$ cat src/rtl/arb2_stream.sv
// rtl/arb2_stream.sv - two-channel round-robin stream arbiter feeding the 2:1 data mux
module arb2_stream #(
  parameter int WIDTH = 8,
  parameter int CNT_W = 16
) (
  input  logic             clk,
  input  logic             rst_n,
  input  logic             in1_valid,
  input  logic [WIDTH-1:0] in1_data,
  output logic             in1_ready,
  input  logic             in2_valid,
  input  logic [WIDTH-1:0] in2_data,
  output logic             in2_ready,
  output logic             out_valid,
  input  logic             out_ready,
  output logic [WIDTH-1:0] out_data,
  output logic             sel,
  output logic [CNT_W-1:0] cnt1,
  output logic [CNT_W-1:0] cnt2
);

  // prio = 1 favours in1 on a tie, prio = 0 favours in2
  logic prio;
  logic load_en;
  logic grant1;
  logic grant2;

  // Grant decision; the two grants are mutually exclusive by construction
  always_comb begin
    load_en   = !out_valid | out_ready;
    grant1    = in1_valid & (!in2_valid | prio);
    grant2    = in2_valid & (!in1_valid | !prio);
    in1_ready = rst_n & load_en & grant1;
    in2_ready = rst_n & load_en & grant2;
  end

  // Output register, priority pointer and grant counters
  always_ff @(posedge clk) begin
    if (!rst_n) begin
      out_valid <= 1'b0;
      out_data  <= '0;
      sel       <= 1'b0;
      prio      <= 1'b1;
      cnt1      <= '0;
      cnt2      <= '0;
    end else if (load_en) begin
      if (grant1) begin
        out_valid <= 1'b1;
        out_data  <= in1_data;
        sel       <= 1'b1;
        prio      <= 1'b0;
        cnt1      <= cnt1 + CNT_W'(1);
      end else if (grant2) begin
        out_valid <= 1'b1;
        out_data  <= in2_data;
        sel       <= 1'b0;
        prio      <= 1'b1;
        cnt2      <= cnt2 + CNT_W'(1);
      end else begin
        out_valid <= 1'b0;
      end
    end
  end

endmodule

$ cat config.mk
export PLATFORM = sky130hd
export DESIGN_NAME = arb2_stream
export DESIGN_NICKNAME = d
export VERILOG_FILES = /design/src/rtl/arb2_stream.sv
export SDC_FILE = /design/constraint.sdc
export NUM_CORES = 1
export LEC_CHECK = 0
export CAP_MARGIN = 20
export CORE_ASPECT_RATIO = 1.4
export CORE_MARGIN = 2
export CORE_UTILIZATION = 49
export DETAILED_ROUTE_END_ITERATION = 6
export GPL_TIMING_DRIVEN = 1
export PLACE_DENSITY_LB_ADDON = 0.12
export RECOVER_POWER = 25
export SLEW_MARGIN = 40
export SYNTH_ARGS = -nofsm -noshare
export SYNTH_HDL_FRONTEND = slang
export SYNTH_SLANG_ARGS = --single-unit
$ cat constraint.sdc
create_clock -name clk -period 3.2 [get_ports clk]
set_input_delay 0.64 -clock clk [delete_from_list [all_inputs] [get_ports clk]]
set_output_delay 0.64 -clock clk [all_outputs]
set_load 0.01 [all_outputs]
==> out/results.tsv <==
metric	value	unit
drtIter0Drc	67	
critPathLaunchType	input port	
critPathTopFamily	buffers and inverters	
num_vias	1980	
root_buffer	clkbuf_8	
nNetsFinal	323	
synth.area.top_cells	dfxtp_1, a21oi_1, o31ai_1	
htree_levels	2	
die-area	4500	um^2
yosys_warnings	0	
grt_usage	0.233	
initial_core_util	0.501	
irDropWorstVdd	0.000337	V
cts.sinks	43	
critPathMaxStageDelay	0.60	ns
path_max_fanout	5	
ant_nets	0	
period_minus_slack	2.97	ns
cp.depth	5	
seqCellArea	861	um^2
clk_transition_reported_paths	0.07	ns
setup_ws	0.225	ns
fp-row-count	27	
crit_buf_inv	2	
drive_gt1_frac	0.0433	
ys_types	34	
outcome	finished clean	
cts_tree	built	
synth_top_area_frac	0.442	
p_total	1.04	mW
grt_max_degree	20	
synth_nets	254	
preCtsSetupSlack	0.306	ns
antenna_found_initial	0	
grt-ovfl-total	0	
ys_top_cells_by_count	dfxtp_1, a21oi_1, nand2_1	
first_pass_iters	6	
timing.final.crit_share	0.930	
hold_viol_final	0	
cts_max_path_buffers	2	
hold_class	register to register	
layout-area-overhead-vs-synth	40.8	%
path_cells	dlygate4sd3_1 > or2b_1 > nand2_1 > nor3_1 > clkdlybuf4s50_1	
die_h	78.6	um
tightest_slew	0.665	ns
die_x	57.3	um
ios	65	
syn_area	1950	um^2
syn_avg_cell_area	8.43	um^2
num_antenna_cells	0	
synth-main-ff-cell	dfxtp_1	
fin_skew	0.00934	ns
reg2reg_depth	5	
fill_cells	359	
synthArstFlopShare	0	
synth_seq_cells	43	
worst_skew_pair.late_latency	0.29	ns
grt_pass1_vias	1869	
avgRoutedWirePerCell	14.5	um
cp.arrival	2.33	ns
crit_path_top_delay_cell	dlygate4sd3_1	
path_class	input port to primary output	
viasPerCell	5.77	
yosysTopAreaCell	dfxtp_1	
hold_buffers	0	
cts_buffers	5	
core	3880	um^2
io_buffers	64	
clock.fmax	336	MHz
place_hpwl	3700	um
cap_violations	0	
cts_resized	0	
wl	4960	um
final.setup.tns	0	ns
cp-end-kind	primary output	
rsz0062_at_grt	false	
worstPathRequired	2.56	ns
post-cts-setup-buffers	0	
synth_edf_count	0	
synth.most_common_cell	dfxtp_1	
power.density	380	nW/um^2
netlist_instances	231	
routabilityCongestion	0.796	
drc_errors	0	
hold_depth	2	
final_max_slew_viol_count	0	
p_leak	0.940	nW
grt_pass1_wl	8360	um
synth-seq-area-share	0.442	
setup_viol	0	
multi_input_area	1020	um^2
max_slew_margin	0.557	
[state kept, by name, summed over array words and instances (netlist names)]
signal	cells
cnt2	16
sel	1
cnt1	16
out_valid	1
prio	1
out_data	8
[area by class of cell]
type | instances | area share
Clock buffer | 6 | 0.0301
Clock inverter | 1 | 0.00183
Inverter | 6 | 0.00822
Multi-Input combinational cell | 170 | 0.371
Sequential cell | 43 | 0.314
Tap cell | 43 | 0.0196
Timing Repair Buffer | 74 | 0.256
[metal layers]
metal  part of all wire  track usage  up-vias
li1                   -            -     1000
met1               0.43        0.274      933
met2               0.52        0.410       41
met3              0.037       0.0511        6
met4              0.012       0.0814        0
met5                  0            0        -
[placed cells by master (no fill, tap or decap), types with 4 or more instances in the layout]
| cell | instances |
|---|---|
| dfxtp_1 | 43 |
| and3_1 | 4 |
| nand3_1 | 9 |
| xnor2_1 | 4 |
| a21oi_1 | 28 |
| or4_1 | 12 |
| inv_1 | 6 |
| nand4_1 | 10 |
| o31ai_1 | 12 |
| o21ai_0 | 7 |
| a22oi_1 | 6 |
| buf_4 | 6 |
| nor3_1 | 5 |
| xor2_1 | 4 |
| nor2_1 | 13 |
| nand2_1 | 20 |
| or3_1 | 8 |
| clkdlybuf4s50_1 | 47 |
| nor4_1 | 5 |
| dlygate4sd3_1 | 17 |
| clkbuf_1 | 4 |
| clkbuf_8 | 6 |
[final timing paths]
| kind | from | end | slack [ns] |
|---|---|---|---|
| max reg2reg | prio | cnt1[15] | 1.20 |
| min reg2reg | out_data[7] | out_data[7] | 0.45 |
| min | out_data[7] | out_data[7] | 0.45 |
| max | in2_valid | in1_ready | 0.23 |
[logic make-up after synthesis]
family | synth area share
DFF | 0.442
and+or+nand+nor | 0.267
xor gates and xnor gates | 0.0360
buffers and inverters | 0.0360
AOI/OAI and AO/OA | 0.191
adders and majority gates | 0.0129
muxes | 0.0154
[per-stage QoR]
stage | hold slack (ns) | util | instance area [um^2] | instances
finish | 0.455 | 0.706 | 2740 | 343
global route | 0.482 | 0.706 | 2740 | 343
CTS | 0.457 | 0.710 | 2760 | 343
detailed placement | 0.446 | 0.687 | 2670 | 336
global placement | 0.441 | 0.687 | 2670 | 336
floorplan | 0.481 | - | 1950 | 231
[power by group]
group	internal, mW	switching (mW)	leakage, nW	total [mW]
logic	0.0704	0.0635	0.544	0.134
clock network	0.169	0.176	0.0470	0.346
registers	0.551	0.0120	0.349	0.563
[worst min-delay path, cell delays in order (launching register included)]
cell	delay (ns)
dfxtp_1	0.31
nand2_1	0.05
a21oi_1	0.05
Note: power is estimated with default switching activity, not from simulation.
